===== src/rtl/load_store_sched_if.sv =====
// Load/store scheduler bus: requester levels in, grants, volume and status out.
interface load_store_sched_if #(
  parameter int unsigned CBITS = 14
);
  logic             ld_req;
  logic             st_req;
  logic             ld_gnt;
  logic             st_gnt;
  logic [CBITS-1:0] vol;
  logic             full;
  logic             empty;
  logic             xfer_done;

  modport master (
    output ld_req, st_req,
    input  ld_gnt, st_gnt, vol, full, empty, xfer_done
  );

  modport slave (
    input  ld_req, st_req,
    output ld_gnt, st_gnt, vol, full, empty, xfer_done
  );
endinterface


===== src/rtl/load_store_sched.sv =====
// Round-robin burst scheduler sharing one saturating volume counter between
// a load (fill) requester and a store (drain) requester.
module load_store_sched #(
  parameter int unsigned N     = 12500,
  parameter int unsigned CBITS = 14,
  parameter int unsigned BURST = 16
) (
  input logic               clk,
  input logic               rst,
  load_store_sched_if.slave bus
);
  localparam int unsigned BW = $clog2(BURST + 1);

  typedef enum logic [1:0] {
    S_IDLE  = 2'd0,
    S_LOAD  = 2'd1,
    S_STORE = 2'd2
  } state_e;

  state_e           state_q, state_d;
  logic [CBITS-1:0] vol_q, vol_d;
  logic [BW-1:0]    beat_q, beat_d;
  logic             rr_last_q, rr_last_d;  // 1: last grant went to STORE
  logic             ld_gnt_q, ld_gnt_d;
  logic             st_gnt_q, st_gnt_d;
  logic             xfer_done_q, xfer_done_d;
  logic             full_c, empty_c, ld_ok_c, st_ok_c, last_beat_c;

  assign full_c      = (vol_q == CBITS'(N));
  assign empty_c     = (vol_q == '0);
  assign ld_ok_c     = bus.ld_req && !full_c;
  assign st_ok_c     = bus.st_req && !empty_c;
  assign last_beat_c = (beat_q == BW'(BURST - 1));

  // Next-state, counter and pulse logic
  always_comb begin
    state_d     = state_q;
    vol_d       = vol_q;
    beat_d      = beat_q;
    rr_last_d   = rr_last_q;
    xfer_done_d = 1'b0;
    case (state_q)
      S_IDLE: begin
        if (ld_ok_c && (!st_ok_c || rr_last_q)) begin
          state_d   = S_LOAD;
          rr_last_d = 1'b0;
          beat_d    = '0;
        end else if (st_ok_c) begin
          state_d   = S_STORE;
          rr_last_d = 1'b1;
          beat_d    = '0;
        end
      end
      S_LOAD: begin
        if (!bus.ld_req) begin
          state_d     = S_IDLE;
          xfer_done_d = 1'b1;
        end else begin
          if (!full_c) vol_d = vol_q + CBITS'(1);
          beat_d = beat_q + BW'(1);
          if (last_beat_c || full_c || vol_q == CBITS'(N - 1)) begin
            state_d     = S_IDLE;
            xfer_done_d = 1'b1;
          end
        end
      end
      S_STORE: begin
        if (!bus.st_req) begin
          state_d     = S_IDLE;
          xfer_done_d = 1'b1;
        end else begin
          if (!empty_c) vol_d = vol_q - CBITS'(1);
          beat_d = beat_q + BW'(1);
          if (last_beat_c || empty_c || vol_q == CBITS'(1)) begin
            state_d     = S_IDLE;
            xfer_done_d = 1'b1;
          end
        end
      end
      default: state_d = S_IDLE;
    endcase
    ld_gnt_d = (state_d == S_LOAD);
    st_gnt_d = (state_d == S_STORE);
  end

  always_ff @(posedge clk or negedge rst) begin
    if (!rst) begin
      state_q     <= S_IDLE;
      vol_q       <= '0;
      beat_q      <= '0;
      rr_last_q   <= 1'b1;
      ld_gnt_q    <= 1'b0;
      st_gnt_q    <= 1'b0;
      xfer_done_q <= 1'b0;
    end else begin
      state_q     <= state_d;
      vol_q       <= vol_d;
      beat_q      <= beat_d;
      rr_last_q   <= rr_last_d;
      ld_gnt_q    <= ld_gnt_d;
      st_gnt_q    <= st_gnt_d;
      xfer_done_q <= xfer_done_d;
    end
  end

  assign bus.ld_gnt    = ld_gnt_q;
  assign bus.st_gnt    = st_gnt_q;
  assign bus.vol       = vol_q;
  assign bus.full      = full_c;
  assign bus.empty     = empty_c;
  assign bus.xfer_done = xfer_done_q;
endmodule


===== src/flat_wrapper.sv =====
// flat-port wrapper written by rule: the top's interface ports become plain ports
module load_store_sched_flat 
#(
  parameter int unsigned N     = 12500,
  parameter int unsigned CBITS = 14,
  parameter int unsigned BURST = 16
)
  (clk, rst, bus_ld_req, bus_st_req, bus_ld_gnt, bus_st_gnt, bus_vol, bus_full, bus_empty, bus_xfer_done);
  load_store_sched_if #(.CBITS(CBITS)) bus_i ();
  input logic clk;
  input logic rst;
  input wire logic [$bits(bus_i.ld_req)-1:0] bus_ld_req;
  input wire logic [$bits(bus_i.st_req)-1:0] bus_st_req;
  output wire logic [$bits(bus_i.ld_gnt)-1:0] bus_ld_gnt;
  output wire logic [$bits(bus_i.st_gnt)-1:0] bus_st_gnt;
  output wire logic [$bits(bus_i.vol)-1:0] bus_vol;
  output wire logic [$bits(bus_i.full)-1:0] bus_full;
  output wire logic [$bits(bus_i.empty)-1:0] bus_empty;
  output wire logic [$bits(bus_i.xfer_done)-1:0] bus_xfer_done;
  assign bus_i.ld_req = bus_ld_req;
  assign bus_i.st_req = bus_st_req;
  assign bus_ld_gnt = bus_i.ld_gnt;
  assign bus_st_gnt = bus_i.st_gnt;
  assign bus_vol = bus_i.vol;
  assign bus_full = bus_i.full;
  assign bus_empty = bus_i.empty;
  assign bus_xfer_done = bus_i.xfer_done;
  load_store_sched #(.N(N), .CBITS(CBITS), .BURST(BURST)) u_core (.clk(clk), .rst(rst), .bus(bus_i));
endmodule

===== config.mk =====
export PLATFORM = sky130hd
export DESIGN_NAME = load_store_sched_flat
export DESIGN_NICKNAME = d
export VERILOG_FILES = /design/src/rtl/load_store_sched_if.sv /design/src/rtl/load_store_sched.sv /design/src/flat_wrapper.sv
export SDC_FILE = /design/constraint.sdc
export NUM_CORES = 1
export LEC_CHECK = 0
export BUFFER_PORTS_ARGS = -buffer_cell sky130_fd_sc_hd__buf_2
export CORE_MARGIN = 4
export CORE_UTILIZATION = 56
export DETAILED_ROUTE_END_ITERATION = 6
export GPL_ROUTABILITY_DRIVEN = 0
export PLACE_DENSITY = 0.78
export SYNTH_ARGS = -nofsm -noshare
export SYNTH_HDL_FRONTEND = slang
export SYNTH_SLANG_ARGS = --single-unit
export TNS_END_PERCENT = 50

===== constraint.sdc =====
create_clock -name clk -period 3.45 [get_ports clk]
set_clock_uncertainty 0.2 [all_clocks]
set_input_delay 0.5175 -clock clk [delete_from_list [all_inputs] [get_ports clk]]
set_output_delay 0.5175 -clock clk [all_outputs]
set_load 0.03 [all_outputs]

==> impl_metrics.ini <==
[setup_path]
critPathRequiredTime_ps = 2730
endpoint_kind = output pin
cp-start-kind = flip-flop
crit_fanout = 7
crit_arrival_ps = 2290
path_class = reg -> out

[clock_tree]
clk_pin_slew_ps = 150
insertion_delay_ps = 330
cts_setup_buffers = 0
clockRootBuffer = clkbuf_4
cts-htree-levels = 1
cts_tree = yes
cts_sinks = 25
cts_made_buffers = 3
clockBufferDepth = 2

[floorplan]
row_count = 19
die_w_um = 61.79
start_util_pct = 58.76
die-height_um = 61.79
ioPinCount = 23
die-area_um2 = 3818
core_area_um2 = 2758

[layout]
drive_above_1_share_pct = 19.29
final_common_cell = nand2_1
multi_input_area_um2 = 903.4
regArea_um2 = 626.9
final_nets = 212
layout_common_cells = nand2_1, dfrtp_1, buf_2
diodes = 0
area_growth_pct = 9.112
fillers = 237

[yosys]
synth.top_cell.area_share_pct = 37.07
syn_nets = 191
ys_top_cells_by_area = dfrtp_1, ha_1, xnor2_1
synth_area_um2 = 1620
yosys.area.top_type = dfrtp_1
synth_ff_type = dfrtp_1
synth_edf_count = 0
synth.distinct_cells = 41
yosysSeqAreaShare_pct = 38.69
yosysWarnings = 0
synthArstFlopShare_pct = 100.0
syn_avg_cell_area_um2 = 9.154
synth-seq-cells = 25
synthCells = 177

[grt]
antenna_found_initial = 0
globalRouteTotalUtil_pct = 20.00
grt_overflow = 0
grt_max_degree = 26
grt_pass1_wl_um = 5768
grt_pass1_vias = 1326

[timing]
post-route-period-util_pct = 87.12
whs_ps = 305.2
post-route-min-period_ps = 3006
max_clock_freq_ghz = 0.3327
final_max_slew_viol_count = 0
tightest_slew_ps = 552.8
hold_viol = 0
setup-tns-final_ps = 0
rsz0062_at_grt = false
slew_headroom_pct = 63.14
setup_violations = 0

[power_and_ir_drop]
power_density_nw_per_um2 = 920.7
vdd_drop_max_v = 0.0006501
p_leak_nw = 0.7967

[routing]
wl_um = 3356
wl_per_cell_um = 14.72
first_pass_iters = 4
detail-route-antenna-nets = 0
vias_per_cell = 5.925
drt_iter0_drc = 66
drc_errors = 0
routed-via-count = 1351

[run]
cap_viol_max_count = 0

[status]
status = completed

[place]
io_buffers = 22
hpwl_um = 2608

[hold_path]
hold_path_class = reg -> reg
==> critical path, cell delays in order (launching register included) <==
cell,delay [ps]
dfrtp_1,480
or4_1,740
nor4_4,460
buf_2,270
==> path summary, 6_finish.rpt <==
path	startpoint	endpoint	slack (ps)	cells after the start
setup / recovery	u_core.bus.vol[10]	bus_full	440	3
hold / removal	u_core.rr_last_q	u_core.rr_last_q	310	2
setup reg to reg	u_core.bus.vol[4]	u_core.bus.ld_gnt	750	6
hold reg to reg	u_core.rr_last_q	u_core.rr_last_q	310	2
max in group asynchronous	rst	u_core.bus.vol[7]	2190	2
min in group asynchronous	rst	u_core.bus.ld_gnt	480	2
==> metrics by stage <==
step | std cells | utilization, % | instance area, um2 | power, mW | worst slack (ps)
floorplan | 177 | - | 1620 | 1.293 | 114.9
global placement | 223 | 62.66 | 1728 | 1.459 | 879.0
detailed placement | 223 | 62.66 | 1728 | 1.498 | 757.5
CTS | 228 | 64.11 | 1768 | 1.636 | 443.6
global route | 228 | 64.11 | 1768 | 1.775 | 313.2
finish | 228 | 64.11 | 1768 | 1.628 | 444.4
==> Yosys cell counts (3+ instances only) <==
cell	instances
nor2_1	10
nand2b_1	4
nor3_1	6
nand2_1	28
clkbuf_1	3
dfrtp_1	24
nand3_1	8
o21ai_0	10
or4_1	4
nand4_1	4
xnor2_1	13
o31ai_1	4
ha_1	10
inv_1	11
buf_2	3
==> repair_timing <==
item / 4_1_cts / 5_1_grt
hold buffers: 1 / 0
resized for setup: 0 / 0
endpoints found under the hold margin: 24 / 0
==> logic make-up (layout without fill, tap and decap cells) <==
kind of cell	after synthesis	count (layout)	synth area share, %
and+or+nand+nor	75	75	24.33
buffers and inverters	19	39	5.559
adders and majority gates	10	10	7.722
AOI/OAI and AO/OA	34	34	16.14
xor gates and xnor gates	14	14	7.568
DFF	25	25	38.69
==> power by group <==
part | internal (mW) | leakage (nW) | switching (mW)
Combinational | 0.316 | 0.460 | 0.594
Sequential | 0.411 | 0.323 | 0.168
Clock | 0.0444 | 0.0139 | 0.0950
Total | 0.771 | 0.797 | 0.856
==> metal layers <==
layer  GRT usage [%]  wire, um  part of all wire, %
met1           25.19      1420                   42
met2           33.78      1671                   50
met3           3.306       191                  5.7
met4           8.485        72                  2.1
met5               0         0                    0
==> sequential cells by signal, indices dropped and copies added (netlist names) <==
name	count
u_core.bus.vol	14
u_core.rr_last_q	1
u_core.bus.ld_gnt	1
u_core.bus.st_gnt	1
u_core.state_q	2
u_core.bus.xfer_done	1
u_core.beat_q	5
==> area by class of cell <==
class | count | area share, %
clock buffer | 3 | 1.274
inverter | 11 | 2.335
timing repair buffer | 24 | 7.219
tap | 31 | 2.194
clock inverter | 1 | 0.4246
multi-input combinational | 133 | 51.10
sequential | 25 | 35.46
Power figures use the tool's default switching activity.
